[src/rtl/riscv_defines_pkg.sv]
// Shared definitions for the 5-stage RISC-V core: canonical NOP, fetch FSM
// state type, fetch buffer entry layout and small PC helpers.
package riscv_defines;

  // addi x0, x0, 0
  localparam logic [31:0] NOP_INSTR = 32'h0000_0013;

  typedef enum logic [1:0] {
    F_IDLE = 2'd0,
    F_WAIT = 2'd1,
    F_HOLD = 2'd2
  } fetch_state_t;

  typedef struct packed {
    logic [31:0] instr;
    logic [31:0] pc;
  } fetch_entry_t;

  // Sequential successor; wraps modulo 2^32.
  function automatic logic [31:0] pc_next(input logic [31:0] pc);
    return pc + 32'd4;
  endfunction

  // Instructions are word aligned; the low two bits of a target are ignored.
  function automatic logic [31:0] align_pc(input logic [31:0] pc);
    return pc & 32'hFFFF_FFFC;
  endfunction

endpackage

[src/rtl/fetch_skid_buffer.sv]
// One-entry instruction+PC holding register used by fetch_unit to park a
// returned word while decode is stalled. clear has priority over load.
module fetch_skid_buffer
  import riscv_defines::*;
(
  input  logic        clk,
  input  logic        load,
  input  logic        clear,
  input  logic [31:0] instr_in,
  input  logic [31:0] pc_in,
  output logic [31:0] instr_out,
  output logic [31:0] pc_out,
  output logic        valid
);

  fetch_entry_t entry_q, entry_d;
  logic         valid_q, valid_d;

  // Next-state for the entry and its valid flag.
  always_comb begin
    // NOTE: every output of a combinational block gets a default first so no
    // path leaves it unassigned, which would otherwise infer a latch.
    entry_d = entry_q;
    valid_d = valid_q;
    if (clear) begin
      valid_d = 1'b0;
    end else if (load) begin
      entry_d = '{instr: instr_in, pc: pc_in};
      valid_d = 1'b1;
    end
  end

  // Entry register; clear is driven by the top-level reset as well.
  always_ff @(posedge clk) begin
    // NOTE: sequential state uses non-blocking assignments so every flop
    // samples pre-edge values regardless of statement order.
    valid_q <= valid_d;
    // NOTE: the payload is deliberately not reset; valid_q qualifies it, so
    // resetting the data bits would only add reset fan-out.
    entry_q <= entry_d;
  end

  assign instr_out = entry_q.instr;
  assign pc_out    = entry_q.pc;
  assign valid     = valid_q;

endmodule

[src/rtl/fetch_unit.sv]
// Instruction-fetch stage: PC register, single-outstanding instruction memory
// request FSM, one-entry skid buffer and the IF/ID pipeline register.
// Optional build macro FETCH_PERF_EN adds perf_fetched / perf_bubbles
// counters; without it the counters and their ports do not exist.
module fetch_unit
  import riscv_defines::*;
#(
  parameter logic [31:0] RESET_PC = 32'h0000_0000
) (
  input  logic        clk,
  input  logic        rst,
  input  logic        stall_f,
  input  logic        stall_d,
  input  logic        redirect_valid,
  input  logic [31:0] redirect_pc,
  output logic        imem_req,
  output logic [31:0] imem_addr,
  input  logic        imem_rvalid,
  input  logic [31:0] imem_rdata,
  output logic [31:0] instr_d,
  output logic [31:0] pc_d,
  output logic [31:0] pc_plus4_d,
  output logic        valid_d
`ifdef FETCH_PERF_EN
  ,
  output logic [31:0] perf_fetched,
  output logic [31:0] perf_bubbles
`endif
);

  fetch_state_t state_q, state_d;
  logic [31:0]  pc_f_q, pc_f_d;
  logic         discard_q, discard_d;

  logic [31:0]  instr_d_q, instr_d_d;
  logic [31:0]  pc_d_q, pc_d_d;
  logic         valid_d_q, valid_d_d;

  logic         req_c;
  logic [31:0]  addr_c;
  logic         deliver;
  logic [31:0]  deliver_instr;
  logic [31:0]  deliver_pc;
  logic         bubble;

  logic         buf_load;
  logic         buf_clear;
  logic         buf_valid;
  logic [31:0]  buf_instr;
  logic [31:0]  buf_pc;

  // A redirect or reset invalidates whatever word is parked.
  assign buf_clear = rst || redirect_valid;

  fetch_skid_buffer u_skid (
    .clk       (clk),
    .load      (buf_load),
    .clear     (buf_clear),
    .instr_in  (imem_rdata),
    .pc_in     (pc_f_q),
    .instr_out (buf_instr),
    .pc_out    (buf_pc),
    .valid     (buf_valid)
  );

  // Fetch FSM: request issue, response handling, PC advance and redirect.
  always_comb begin
    state_d       = state_q;
    pc_f_d        = pc_f_q;
    discard_d     = discard_q;
    req_c         = 1'b0;
    addr_c        = pc_f_q;
    deliver       = 1'b0;
    deliver_instr = imem_rdata;
    deliver_pc    = pc_f_q;
    buf_load      = 1'b0;

    if (redirect_valid) begin
      // Redirect wins over both stalls and never issues a request itself.
      pc_f_d  = align_pc(redirect_pc);
      state_d = F_IDLE;
      if (state_q == F_WAIT) begin
        if (imem_rvalid) begin
          discard_d = 1'b0;
        end else begin
          // The in-flight word belongs to the old path; drop it on arrival.
          state_d   = F_WAIT;
          discard_d = 1'b1;
        end
      end
    end else begin
      case (state_q)
        F_IDLE: begin
          req_c = !stall_f;
          if (!stall_f) state_d = F_WAIT;
        end
        F_WAIT: begin
          if (imem_rvalid) begin
            if (discard_q) begin
              discard_d = 1'b0;
              state_d   = F_IDLE;
            end else if (!stall_d) begin
              deliver = 1'b1;
              pc_f_d  = pc_next(pc_f_q);
              if (!stall_f) begin
                // Back-to-back issue keeps one instruction per cycle.
                req_c  = 1'b1;
                addr_c = pc_next(pc_f_q);
              end else begin
                state_d = F_IDLE;
              end
            end else begin
              buf_load = 1'b1;
              state_d  = F_HOLD;
            end
          end
        end
        F_HOLD: begin
          if (!stall_d) begin
            state_d = F_IDLE;
            if (buf_valid) begin
              deliver       = 1'b1;
              deliver_instr = buf_instr;
              deliver_pc    = buf_pc;
              pc_f_d        = pc_next(pc_f_q);
            end
          end
        end
        default: state_d = F_IDLE;
      endcase
    end
  end

  // IF/ID next value: load, bubble or hold.
  always_comb begin
    instr_d_d = instr_d_q;
    pc_d_d    = pc_d_q;
    valid_d_d = valid_d_q;
    bubble    = 1'b0;
    if (redirect_valid) begin
      bubble = 1'b1;
    end else if (deliver) begin
      instr_d_d = deliver_instr;
      pc_d_d    = deliver_pc;
      valid_d_d = 1'b1;
    end else if (!stall_d) begin
      bubble = 1'b1;
    end
    if (bubble) begin
      instr_d_d = NOP_INSTR;
      valid_d_d = 1'b0;
    end
  end

  // State, PC and IF/ID registers with synchronous reset.
  always_ff @(posedge clk) begin
    if (rst) begin
      // A request issued before reset may still answer after it; stay in
      // F_WAIT with discard set so that answer is dropped, not decoded.
      if (state_q == F_WAIT && !imem_rvalid) begin
        state_q   <= F_WAIT;
        discard_q <= 1'b1;
      end else begin
        state_q   <= F_IDLE;
        discard_q <= 1'b0;
      end
      pc_f_q    <= RESET_PC;
      instr_d_q <= NOP_INSTR;
      pc_d_q    <= '0;
      valid_d_q <= 1'b0;
    end else begin
      state_q   <= state_d;
      discard_q <= discard_d;
      pc_f_q    <= pc_f_d;
      instr_d_q <= instr_d_d;
      pc_d_q    <= pc_d_d;
      valid_d_q <= valid_d_d;
    end
  end

  assign imem_req   = req_c && !rst;
  assign imem_addr  = addr_c;
  assign instr_d    = instr_d_q;
  assign pc_d       = pc_d_q;
  assign pc_plus4_d = pc_next(pc_d_q);
  assign valid_d    = valid_d_q;

`ifdef FETCH_PERF_EN
  logic [31:0] perf_fetched_q, perf_fetched_d;
  logic [31:0] perf_bubbles_q, perf_bubbles_d;

  // Free-running wrap-around event counters.
  always_comb begin
    perf_fetched_d = perf_fetched_q + {31'd0, deliver};
    perf_bubbles_d = perf_bubbles_q + {31'd0, bubble && !stall_d};
  end

  // Counter registers, cleared by reset.
  always_ff @(posedge clk) begin
    if (rst) begin
      perf_fetched_q <= '0;
      perf_bubbles_q <= '0;
    end else begin
      perf_fetched_q <= perf_fetched_d;
      perf_bubbles_q <= perf_bubbles_d;
    end
  end

  assign perf_fetched = perf_fetched_q;
  assign perf_bubbles = perf_bubbles_q;
`endif

endmodule

[config.mk]
export PLATFORM = sky130hd
export DESIGN_NAME = fetch_unit
export DESIGN_NICKNAME = d
export VERILOG_FILES = /design/src/rtl/riscv_defines_pkg.sv /design/src/rtl/fetch_skid_buffer.sv /design/src/rtl/fetch_unit.sv
export SDC_FILE = /design/constraint.sdc
export NUM_CORES = 1
export LEC_CHECK = 0
export BUFFER_PORTS_ARGS = -buffer_cell sky130_fd_sc_hd__buf_2
export CAP_MARGIN = 10
export CORE_MARGIN = 2
export CORE_UTILIZATION = 47
export DETAILED_ROUTE_END_ITERATION = 8
export PLACE_DENSITY = 0.75
export SYNTH_ARGS = -nofsm -noshare
export SYNTH_HDL_FRONTEND = slang
export SYNTH_HIERARCHICAL = 1
export SYNTH_SLANG_ARGS = --single-unit
[constraint.sdc]
create_clock -name clk -period 13.9 [get_ports clk]
set_clock_uncertainty 0.05 [all_clocks]
set_input_delay 1.39 -clock clk [delete_from_list [all_inputs] [get_ports clk]]
set_output_delay 1.39 -clock clk [all_outputs]
set_load 0.02 [all_outputs]
Word level (Yosys, flattened, before mapping). Cells that the tools add are included.

Register bits after elaboration: 165. Word-level logic and storage cells: 107.

Reductions and logical operators: 19. Equal/unequal tests: 16. Mux-type cells: 58. Add/sub/neg operators: 2. Bitwise gates (word level): 2.

Operator list (count): $mux W32 (18); $add A32 B3 Y32 const B (2); $pmux W32 S2 (1); $mux W1 (28); $mux W2 (8); $ne A3 B3 Y1 const B (4); $ne A4 B4 Y1 const B (3); $reduce_and A6 Y1 (2); $ne A2 B2 Y1 const B (4); $ne A6 B6 Y1 const B (1); $pmux W2 S3 (1); $reduce_and A2 Y1 (3); $reduce_bool A3 Y1 (2); $pmux W1 S2 (2); $reduce_and A4 Y1 (1); $reduce_bool A2 Y1 (2); $reduce_or A2 Y1 (2); $logic_not A1 Y1 (3); $ne A3 B2 Y1 const B (1); $eq A2 B1 Y1 const B (1); $eq A2 B2 Y1 const B (1); $logic_and A1 B1 Y1 (2); $logic_not A2 Y1 (1); $ne A2 B1 Y1 const B (1); other kinds (2) (3).

Logic depth before layout (Yosys ltp).
Depth after elaboration: 8. Depth in mapped cells: 10. Mapped depth without buffers: 7.

Hierarchy. The synthesis kept the hierarchy.

By module, submodules not included: fetch_unit (area each 5891.9 um^2, cells each 707, times used 1); fetch_skid_buffer (area each 1958.1 um^2, cells each 67, times used 1).

Worst setup path after synthesis. Ideal clock, no wire load.

Path kind: input to register. Start: in redirect_valid. End: reg u_skid.entry_q (netlist bit u_skid/instr_out[0]), enable pin. Path buffers: 1. Required time: 13356 ps. Library setup time: 494 ps. Stages: 3. Slack: 8509 ps. Data arrival time: 4847 ps. Path through: clkbuf_1 > nor4b_1 > nor2b_1.

Elaborated cells between the ends (all ways): 4.

RTL lines: from (decl) (RTL line fetch_unit.sv:14) `input logic redirect_valid,`; $mux W1 (RTL line fetch_unit.sv:78) `if (redirect_valid) begin`; via buf_load (RTL line fetch_unit.sv:46) `logic buf_load;`; $reduce_and A2 Y1 (no line); to (signal assigned) (RTL line fetch_skid_buffer.sv:40) `entry_q <= entry_d;`; to (decl) (RTL line fetch_skid_buffer.sv:16) `fetch_entry_t entry_q, entry_d;`.

The timed path passes the listed nets, and every way through them passes these cells. A chain may end at the register's enable or synchronous reset.

Final worst setup path.
Start: in stall_d. End: out imem_addr[31].

Word-level cells in the longest chain between the ends: 5.

Ends and longest elaborated chain: from (decl) (RTL line fetch_unit.sv:13) `input logic stall_d,`; $mux W32 (RTL line fetch_unit.sv:102) `end else if (!stall_d) begin`; $mux W32 (RTL line fetch_unit.sv:99) `if (discard_q) begin`; $mux W32 (RTL line fetch_unit.sv:98) `if (imem_rvalid) begin`; $mux W32 (RTL line fetch_unit.sv:92) `case (state_q)`; $mux W32 (RTL line fetch_unit.sv:78); to (decl) (RTL line fetch_unit.sv:17) `output logic [31:0] imem_addr,`.

No other way between the ends.

==> results_dict.tcl <==
set metrics [dict create \
    status "finished clean" \
    regToRegStartpoint "state_q[0]" \
    drt_pre_antenna_iters 6 \
    hold_depth 1 \
    critPathTopFamily "simple AND/OR/NAND/NOR gates" \
    path_buf_inv 2 \
    clock_path_buffers 2 \
    die_x_um 133.2 \
    drt-total-wl_um 19380 \
    rsz0062_at_grt "false" \
    crit_fanout 9 \
    mostFrequentLayoutCell "buf_2" \
    r2r_end "pc_d[9]" \
    post_cts_resized 0 \
    holdBufCountCts 0 \
    slew_viol_final 0 \
    setup_ws_ns 8.907 \
    grt_pass1_vias 5988 \
    netlist_area_um2 7850 \
    die_area_um2 17750 \
    rows 47 \
    cts.root.buffer_cell "clkbuf_16" \
    initial_core_util_pct 47.67 \
    grt_pass1_wl_um 30880 \
    place_ws_ns 8.909 \
    avgSynthCellArea_um2 10.14 \
    htreeDepth 4 \
    cts_tree "built" \
    synth_flop_cell "dfxtp_1" \
    min_period_over_period_pct 35.92 \
    clkTransAtPathRegs_ns 0.06 \
    drc 0 \
    slowest_stage "nor4b_1" \
    die_y_um 133.2 \
    min_period_ns 4.993 \
    ir_drop_mv 0.08497 \
    synth_seq_cells 163 \
    r2r_cells 8 \
    grt_max_degree 122 \
    place.gp.congestion 0.8971 \
    seq_area_frac_synth_pct 50.11 \
    finalInstanceArea_um2 9449 \
    layout_common_cells "buf_2 (195), nor2_1 (121), dfxtp_1 (96)" \
    fmax_mhz 200.3 \
    tightest_slew_ns 1.206 \
    hold_ws_ns 0.4105 \
    syn_to_final_growth_pct 20.37 \
    tns_ns 0 \
    r2r_slack_ns 10.58 \
    setup_viol 0 \
    async_reset_ff_share_pct 0 \
    power.density_nw_per_um2 111.9 \
    finalHoldViolCount 0 \
    drtIter0Drc 453 \
    port_buffers 195 \
    nets 1010 \
    drive_gt1_share_pct 26.05 \
    worstPathRequired_ns 12.46 \
    crit_top_cell "buf_2" \
    yosysWarnings 6 \
    pin_count 200 \
    max_stage_delay_ns 0.49 \
    cap_violations 0 \
    dp_hpwl_um 13420 \
    diodes 0 \
    grt_use_total_pct 21.89 \
    hold_path.class "flip-flop to flip-flop" \
    crit_path_end_kind "output pin" \
    synth_edf_count 67 \
    clock-sinks 163 \
    ys_types 57 \
    hp-start "instr_d[1]" \
    place_area_um2 8905 \
    ant_nets 0 \
    routedWlPerCell_um 16.59 \
    worstHoldEndpoint "instr_d[1]" \
    synth_cells 774 \
    p_leak_nw 3.541 \
    cts_made_buffers 17 \
    critPathKind "input port to output pin" \
    path_cells "buf_2 > or3_4 > nor3_4 > nand3_2 > nor4b_1 > xor2_1 > buf_2" \
    clk_latency_ns 0.42 \
    via_count 6268 \
    viasPerCell 5.366 \
    core_um2 16470 \
    worstSetupStartpointType "input port" \
    nFillCells 1450 \
    cp.arrival_ns 3.55 \
    antenna_found_initial 0 \
    grt_remaining_overflow 0 \
    max_slew_margin_pct 19.61 \
    cts_setup_buffers 0 \
]
-- final cells by class --
class | instances | area (um^2) | share of cell area (%)
Clock inverter | 13 | 111.4 | 1.178
Multi-Input combinational cell | 538 | 3618 | 38.29
Sequential cell | 163 | 3934 | 41.63
Timing Repair Buffer | 202 | 1028 | 10.88
Clock buffer | 19 | 432.9 | 4.582
Inverter | 13 | 48.80 | 0.5164
Tap cell | 220 | 275.3 | 2.913
-- worst max path at each step --
| stage | from | to | slack (ns) | cells past startpoint |
|---|---|---|---|---|
| floorplan | redirect_valid | u_skid/instr_out[0] | 8.51 | 3 |
| global placement | stall_d | imem_addr[31] | 8.93 | 7 |
| detailed placement | stall_d | imem_addr[31] | 8.91 | 7 |
| CTS | stall_d | imem_addr[31] | 8.90 | 7 |
| global route | stall_d | imem_addr[31] | 8.78 | 7 |
| finish | stall_d | imem_addr[31] | 8.91 | 7 |
-- stage by stage --
step                util, %  std cells  total power [mW]
floorplan                 -        777            0.5962
global placement      54.08       1136            0.6292
detailed placement    54.08       1136            0.6312
CTS                   57.39       1168             1.067
global route          57.39       1168             1.099
finish                57.39       1168             1.057
-- power by group --
part	leakage [nW]	switching, mW	internal, mW
registers	1.39	0.0179	0.509
clock network	0.261	0.190	0.246
logic	1.89	0.0578	0.0371
-- metal layers --
metal  track usage [%]  wire length (um)  part of all wire [%]  vias up
met5                 0                 0                     0        -
met4             7.210               235                   1.2        0
met3             3.691              1075                   5.5       14
met2             35.18              8994                    46      225
met1             30.30              9071                    47     2917
li1                  -                 -                     -     3112
-- cells in the mapped netlist, types with 17 or more instances --
library cell	number	area, um^2
clkbuf_1	37	138.9
dfxtp_1	96	1922
xnor2_1	42	367.9
mux2i_1	60	600.6
edfxtp_1	67	2012
nand2_1	39	146.4
xor2_1	38	332.8
a211oi_1	80	600.6
nand3_1	23	115.1
nand4_1	27	168.9
nor2_1	122	457.9
buf_2	17	85.08
-- sequential cells by signal, indices dropped and copies added (netlist names) --
| name | cells |
|---|---|
| state_q | 2 |
| pc_d | 32 |
| u_skid/instr_out | 32 |
| valid_d | 1 |
| discard_q | 1 |
| instr_d | 32 |
| pc_f_q | 30 |
| u_skid/pc_out | 32 |
| u_skid/valid | 1 |
-- kinds of logic after synthesis --
kind of cell	Yosys count	synth area share (%)
other cells	1	0.04777
xor+xnor	80	8.926
buf+inv	76	4.224
flops	163	50.11
fa+ha+maj	5	0.7969
compound gates	111	10.71
simple gates	278	17.53
mux	60	7.651
Power figures use the tool's default switching activity.
